**config.mk**
```make
export PLATFORM = sky130hd
export DESIGN_NAME = multicycle_control
export DESIGN_NICKNAME = d
export VERILOG_FILES = /design/src/rtl/multicycle_control.sv
export SDC_FILE = /design/constraint.sdc
export NUM_CORES = 1
export LEC_CHECK = 0
export BUFFER_PORTS_ARGS = -buffer_cell sky130_fd_sc_hd__buf_2
export CAP_MARGIN = 20
export CORE_MARGIN = 8
export CORE_UTILIZATION = 42
export CTS_CLUSTER_SIZE = 40
export DETAILED_ROUTE_END_ITERATION = 12
export PLACE_DENSITY = 0.88
export SLEW_MARGIN = 20
export SYNTH_ARGS = -nofsm -noshare
export SYNTH_HDL_FRONTEND = slang
export SYNTH_SLANG_ARGS = --single-unit
```
**constraint.sdc**
```tcl
create_clock -name clk -period 2.1 [get_ports clk]
set_input_delay 0.42 -clock clk [delete_from_list [all_inputs] [get_ports clk]]
set_output_delay 0.42 -clock clk [all_outputs]
set_load 0.1 [all_outputs]
```
**src/rtl/multicycle_control.sv**
```systemverilog
// Multicycle RISC-V controller: Moore FSM sequencing one instruction phase per cycle
// and driving every datapath enable and mux select.
module multicycle_control (
  input  logic       clk,
  input  logic       rst,
  input  logic [6:0] op,
  input  logic [2:0] f3,
  input  logic [6:0] f7,
  input  logic       zero,
  output logic       pcWrite,
  output logic       adrSrc,
  output logic       memWrite,
  output logic       irWrite,
  output logic [1:0] resultSrc,
  output logic [1:0] aluSrcA,
  output logic [1:0] aluSrcB,
  output logic [1:0] immSrc,
  output logic       regWrite,
  output logic [2:0] aluControl,
  output logic       instrDone,
  output logic       illegal
);

  localparam int unsigned OpW = 7;

  localparam logic [OpW-1:0] OpLw   = 7'b0000011;
  localparam logic [OpW-1:0] OpSw   = 7'b0100011;
  localparam logic [OpW-1:0] OpR    = 7'b0110011;
  localparam logic [OpW-1:0] OpI    = 7'b0010011;
  localparam logic [OpW-1:0] OpBeq  = 7'b1100011;
  localparam logic [OpW-1:0] OpJal  = 7'b1101111;

  typedef enum logic [3:0] {
    Fetch,
    Decode,
    MemAdr,
    MemRead,
    MemWb,
    MemWrite,
    ExecuteR,
    ExecuteI,
    AluWb,
    Beq,
    Jal,
    Error
  } stateT;

  stateT       state;
  stateT       nextState;
  logic        pcUpdate;
  logic        branch;
  logic [1:0]  aluOp;

  // State register
  always_ff @(posedge clk) begin
    if (rst) begin
      state <= Fetch;
    end else begin
      state <= nextState;
    end
  end

  // Next state and Moore outputs
  always_comb begin
    nextState  = state;
    pcUpdate   = 1'b0;
    branch     = 1'b0;
    aluOp      = 2'b00;
    pcWrite    = 1'b0;
    adrSrc     = 1'b0;
    memWrite   = 1'b0;
    irWrite    = 1'b0;
    resultSrc  = 2'b00;
    aluSrcA    = 2'b00;
    aluSrcB    = 2'b00;
    immSrc     = 2'b00;
    regWrite   = 1'b0;
    aluControl = 3'b000;
    instrDone  = 1'b0;
    illegal    = 1'b0;

    unique case (state)
      Fetch: begin
        irWrite   = 1'b1;
        aluSrcB   = 2'b10;
        resultSrc = 2'b10;
        pcUpdate  = 1'b1;
        nextState = Decode;
      end
      Decode: begin
        // Branch target is computed here so BEQ and JAL can use ALUOut
        aluSrcA = 2'b01;
        aluSrcB = 2'b01;
        unique case (op)
          OpLw, OpSw: nextState = MemAdr;
          OpR:        nextState = ExecuteR;
          OpI:        nextState = ExecuteI;
          OpBeq:      nextState = Beq;
          OpJal:      nextState = Jal;
          default:    nextState = Error;
        endcase
      end
      MemAdr: begin
        aluSrcA   = 2'b10;
        aluSrcB   = 2'b01;
        nextState = (op == OpLw) ? MemRead : MemWrite;
      end
      MemRead: begin
        adrSrc    = 1'b1;
        nextState = MemWb;
      end
      MemWb: begin
        resultSrc = 2'b01;
        regWrite  = 1'b1;
        instrDone = 1'b1;
        nextState = Fetch;
      end
      MemWrite: begin
        adrSrc    = 1'b1;
        memWrite  = 1'b1;
        instrDone = 1'b1;
        nextState = Fetch;
      end
      ExecuteR: begin
        aluSrcA   = 2'b10;
        aluOp     = 2'b10;
        nextState = AluWb;
      end
      ExecuteI: begin
        aluSrcA   = 2'b10;
        aluSrcB   = 2'b01;
        aluOp     = 2'b10;
        nextState = AluWb;
      end
      AluWb: begin
        regWrite  = 1'b1;
        instrDone = 1'b1;
        nextState = Fetch;
      end
      Beq: begin
        aluSrcA   = 2'b10;
        aluOp     = 2'b01;
        branch    = 1'b1;
        instrDone = 1'b1;
        nextState = Fetch;
      end
      Jal: begin
        // PC takes the target from ALUOut while the ALU forms oldPC + 4 for rd
        aluSrcA   = 2'b01;
        aluSrcB   = 2'b10;
        pcUpdate  = 1'b1;
        nextState = AluWb;
      end
      Error: begin
        illegal   = 1'b1;
        nextState = Error;
      end
      default: nextState = Error;
    endcase

    unique case (aluOp)
      2'b01: aluControl = 3'b001;
      2'b10: begin
        unique case (f3)
          3'b000:  aluControl = (op[5] & f7[5]) ? 3'b001 : 3'b000;
          3'b010:  aluControl = 3'b101;
          3'b110:  aluControl = 3'b011;
          3'b111:  aluControl = 3'b010;
          default: aluControl = 3'b000;
        endcase
      end
      default: aluControl = 3'b000;
    endcase

    unique case (op)
      OpSw:    immSrc = 2'b01;
      OpBeq:   immSrc = 2'b10;
      OpJal:   immSrc = 2'b11;
      default: immSrc = 2'b00;
    endcase

    pcWrite = pcUpdate | (branch & zero);

    // Reset cycle: nothing may be enabled, whatever the stale state says
    if (rst) begin
      pcWrite    = 1'b0;
      adrSrc     = 1'b0;
      memWrite   = 1'b0;
      irWrite    = 1'b0;
      resultSrc  = 2'b00;
      aluSrcA    = 2'b00;
      aluSrcB    = 2'b00;
      immSrc     = 2'b00;
      regWrite   = 1'b0;
      aluControl = 3'b000;
      instrDone  = 1'b0;
      illegal    = 1'b0;
    end
  end

endmodule

```
==> key figures, run 1 <==
Status
  – Run status: stopped before the end
  – Failing step: global routing (5_1_grt)
  – Err: [ERROR DPL-0038] Utilization greater than 100%, impossible to legalize

Placed design
  – Gpl congestion: 0.857
  – Hpwl dp: 2220 um
  – Pre-CTS setup slack: -26.2 ps
  – Placed Cells incl. Taps: 141
  – PortBufs: 31

Synth
  – Ys Warns: 0
  – Top FF cell, synth: dfxtp_1
  – Netlist cell types: 40
  – Post-synth EDFFs: 0
  – Async SR Flop Fraction: 0%
  – Avg Inst Size Synth: 7.06 sq um
  – Syn Inst Count: 92
  – Synthesized area: 649 sq um
  – Post-synthesis sequential area ratio: 12.3%
  – Mapped Nets: 114
  – Synth Register Bits: 4

CTS
  – Post-CTS Hold Fix Bufs: 0
  – Clock Sinks: 4
  – Num CTS Buffers: 3
  – Max clock buf depth: 2
  – Root cell of the clock tree: clkbuf_4
  – H-Tree Depth: 1

Die
  – Rows: 14
  – Chip height: 55.3 um
  – Horiz. Die Dim: 55.3 um
  – I/O pin cnt: 38
  – Initial Util: 44.1%

Global route
  – Largest net degree at the start of global routing: 18

STA
  – Post-GRT worst EP: aluControl[0]
  – Worst_ep kind: output port
==> what timing repair did <==
| action | in CTS |
|---|---|
| gates resized for setup | 13 |
| buffers inserted | 3 |
| pin swaps | 2 |
| endpoints found under the setup margin | 7 |
==> synthesized netlist by cell type (2+ instances only) <==
cell / instances / area [sq um]
a211o_1: 2 / 17.5
a211oi_1: 3 / 22.5
a21oi_1: 2 / 10.0
and3b_1: 2 / 17.5
and4b_1: 3 / 30.0
buf_2: 7 / 35.0
dfxtp_1: 4 / 80.1
ha_1: 2 / 25.0
inv_1: 4 / 15.0
nand2_1: 6 / 22.5
nand2b_1: 3 / 18.8
nor2_1: 11 / 41.3
nor2b_1: 5 / 31.3
nor3_1: 8 / 40.0
o21ai_1: 2 / 10.0
or3_1: 3 / 18.8
xor2_1: 2 / 17.5
==> logic make-up after synthesis <==
| logic type | count (synthesis) | share of synthesized area, % |
|---|---|---|
| simple gates | 50 | 46.4 |
| compound gates | 19 | 21.8 |
| buf+inv | 13 | 10.0 |
| flops | 4 | 12.3 |
| xor+xnor | 3 | 4.05 |
| fa+ha+maj | 2 | 3.85 |
| mux | 1 | 1.54 |
==> through the flow <==
step,cell area (sq um),utilization [%]
floorplan,895,-
global placement,1320,89.5
detailed placement,1320,89.5
CTS,1400,95.2
==> run 2, diff against run 1 <==
--- a/config.mk
+++ b/config.mk
@@ -7,11 +7,10 @@
 export LEC_CHECK = 0
 export BUFFER_PORTS_ARGS = -buffer_cell sky130_fd_sc_hd__buf_2
 export CAP_MARGIN = 20
-export CORE_MARGIN = 8
-export CORE_UTILIZATION = 42
-export CTS_CLUSTER_SIZE = 40
+export CORE_AREA = 8 8 69 71
 export DETAILED_ROUTE_END_ITERATION = 12
-export PLACE_DENSITY = 0.88
+export DIE_AREA = 0 0 77 79
+export PLACE_DENSITY_LB_ADDON = 0.15
 export SLEW_MARGIN = 20
 export SYNTH_ARGS = -nofsm -noshare
 export SYNTH_HDL_FRONTEND = slang
==> run 2 against run 1 <==
Effect of this change:
- the run now ends clean
- synthesized cell count unchanged
- area after synthesis did not move
==> key figures, run 2 <==
STA
  – Final Max Tran Viols: 0
  – Fmax: 487 MHz
  – Final Cycle Share: 97.9%
  – Slew margin rel.: 74.1%
  – Crit path time final: 2060 ps
  – Final setup violation count: 0
  – Fin. Hold Viols: 0
  – Worst-Margin Slew: 387 ps
  – Post-route setup TNS: 0 ps
  – Setup Skew: 4.21 ps
  – RSZ-0062 raised after global routing: true

Setup path
  – Slowest cell on the critical path: dfxtp_4
  – Largest stage delay on the critical path: 360 ps
  – Crit-path most repeated cell: nor2b_4
  – Startpoint types: register
  – Peak fanout along the critical path: 4
  – CP arrival: 1640 ps
  – CP cell instances: nor2b_4, nand2_2, inv_2, ha_4, nor2b_4, o21ai_2, a211oi_4, buf_12
  – Crit Path Class: register to output port
  – CP Capture Type: output port
  – Critical R2R Launch: state[2]
  – Data required, critical path: 1680 ps
  – R2R Setup Slk: 490 ps
  – Reg2Reg Capture Point: state[1]
  – R2R depth: 5

Power
  – Power per cell area: 1310 mW/mm^2
  – Lkg Pwr: 0.549 nW
  – Worst VDD drop: 0.315 mV

Die
  – Rows: 23
  – Chip height: 79 um
  – I/O pin cnt: 38
  – Die ar.: 0.00608 sq mm
  – Horiz. Die Dim: 77 um
  – Initial Util: 17.1%
  – Core area: 0.00380 sq mm

Status
  – Run status: completed

CTS
  – CTS tree: done
  – H-Tree Depth: 1
  – Clk pin slew, worst setup/hold paths: 30 ps
  – Max clock buf depth: 2
  – Post-CTS Hold Fix Bufs: 0
  – Num CTS Buffers: 3
  – Clock Sinks: 4
  – Root cell of the clock tree: clkbuf_8
  – Skew-Pair Late Insertion Delay: 220 ps

Synth
  – Avg Inst Size Synth: 7.06 sq um
  – Top FF cell, synth: dfxtp_1
  – Post-synthesis sequential area ratio: 12.3%
  – Cells taking the most area after synthesis: dfxtp_1 (12%), nor2_1 (6.4%), nor3_1 (6.2%), buf_2 (5.4%), nor2b_1 (4.8%)
  – Synth Register Bits: 4
  – Most common cell in the synthesized netlist: nor2_1
  – Mapped Nets: 114
  – Post-synth EDFFs: 0
  – Ys Warns: 0
  – Synth area leader: dfxtp_1
  – Syn Inst Count: 92
  – Post-synth top area share: 12.3%
  – Post-synth top cells: nor2_1 (11), nor3_1 (8), buf_2 (7), nand2_1 (6), nor2b_1 (5)
  – Netlist cell types: 40
  – Synthesized area: 649 sq um
  – Async SR Flop Fraction: 0%

Finish
  – Register with the most flip-flops: state
  – Area Growth Syn to Fin: 125%
  – Sequential cell area: 88.8 sq um
  – Final Non-Filler Cells: 180
  – Fill cells: 400
  – N_diodes: 0
  – Largest regs: state: 4 flops
  – Multi-input gate area: 736 sq um
  – Commonest cells after routing, fill and taps aside: buf_12 (18), buf_2 (13), buf_4 (12)
  – Max reg flops: 4
  – Layout cells sized above 1: 61.5%
  – Most common cell after layout, fill and taps aside: buf_12
  – Layout Nets: 153

Min path
  – WHS Path Cells: 3
  – Class of the worst hold path: input pin to register
  – Worst hold endpoint: state[2]
  – Hold path startpoint: op[4]

Placed design
  – Gpl congestion: 0.799
  – Placed Cells incl. Taps: 173
  – PortBufs: 31
  – Hpwl dp: 1890 um

Drt
  – Vias: 815
  – Iteration-0 DRC Markers: 23
  – Drt drc: 0
  – Vias per cell: 4.53
  – First-pass DRT Iterations: 4
  – Routed WL: 2340 um
  – DR WL/cell: 13.0 um
  – ANT nets after route: 0

Global route
  – Gr ovfl total: 0
  – Vias in the first global route: 876
  – Initial antenna violation count: 0
  – Largest net degree at the start of global routing: 18
  – First-pass GRT wire length: 4110 um
  – GR Util All Layers: 8.06%

Job
  – Max-cap violations: 0
==> run 2: cell counts after synthesis <==
Identical to the previous run, type by type.
==> run 2: final cells by class <==
type | instances | share of cell area [%]
Multi-Input combinational cell | 75 | 50.3
Timing Repair Buffer | 43 | 35.2
Sequential cell | 4 | 6.07
Tap cell | 50 | 4.28
Clock buffer | 4 | 3.08
Inverter | 4 | 1.03
==> run 2: worst max path at each step <==
stage	startpoint	to	slack, ps
finish	state[2]	aluControl[0]	40
global route	state[2]	aluControl[0]	-30
CTS	state[2]	aluControl[0]	5
detailed placement	state[3]	aluControl[2]	40
global placement	state[3]	aluControl[2]	80
floorplan	state[2]	aluControl[0]	-360
==> run 2: critical path: cells and delay by family, from the launching register on <==
kind	cells	cell delay, ps
flip-flops	1	360
AND/OR/NAND/NOR	3	350
AO/OA/AOI/OAI	2	320
buffers and inverters	2	270
adder cells (fa/ha/maj)	1	120
==> run 2: report_power, final <==
group | switching [mW] | total [mW] | internal [mW]
clock network | 0.0390 | 0.169 | 0.130
logic | 0.987 | 1.60 | 0.611
registers | 0.0376 | 0.152 | 0.114
==> run 2: cell families (layout without fill, tap and decap cells) <==
kind of cell | after synthesis | after routing | synth area share, %
and+or+nand+nor | 50 | 50 | 46.4
AOI/OAI and AO/OA | 19 | 19 | 21.8
buffers and inverters | 13 | 51 | 10.0
DFF | 4 | 4 | 12.3
xor gates and xnor gates | 3 | 3 | 4.05
adders and majority gates | 2 | 2 | 3.85
muxes | 1 | 1 | 1.54
==> run 2: metal layers <==
metal | global-route usage, % | share of wire, % | vias to the layer above | wire (um)
li1 | - | - | 413 | -
met2 | 12.7 | 49 | 23 | 1150
met1 | 9.81 | 45 | 377 | 1050
met3 | 2.14 | 4.5 | 2 | 106
met4 | 4.53 | 1.2 | 0 | 29
met5 | 0 | 0 | - | 0
==> run 2: metrics by stage <==
stage	setup slack [ps]	instance area (sq um)	utilization [%]	total power, mW	hold WS [ps]
after floorplan	-358	895	-	1.26	563
after global placement	80.4	1350	35.4	1.70	684
after detailed placement	39.6	1350	35.4	1.71	684
after CTS	5.09	1440	37.9	1.93	494
after global routing	-32.3	1460	38.5	2.03	518
final	44.6	1460	38.5	1.92	498
==> run 2: what timing repair did <==
item | CTS | global route
buffers inserted | 1 | 2
setup endpoints to repair | 5 | 3
pin swaps | 2 | 2
resized for setup | 12 | 3
Power figures use the tool's default switching activity.
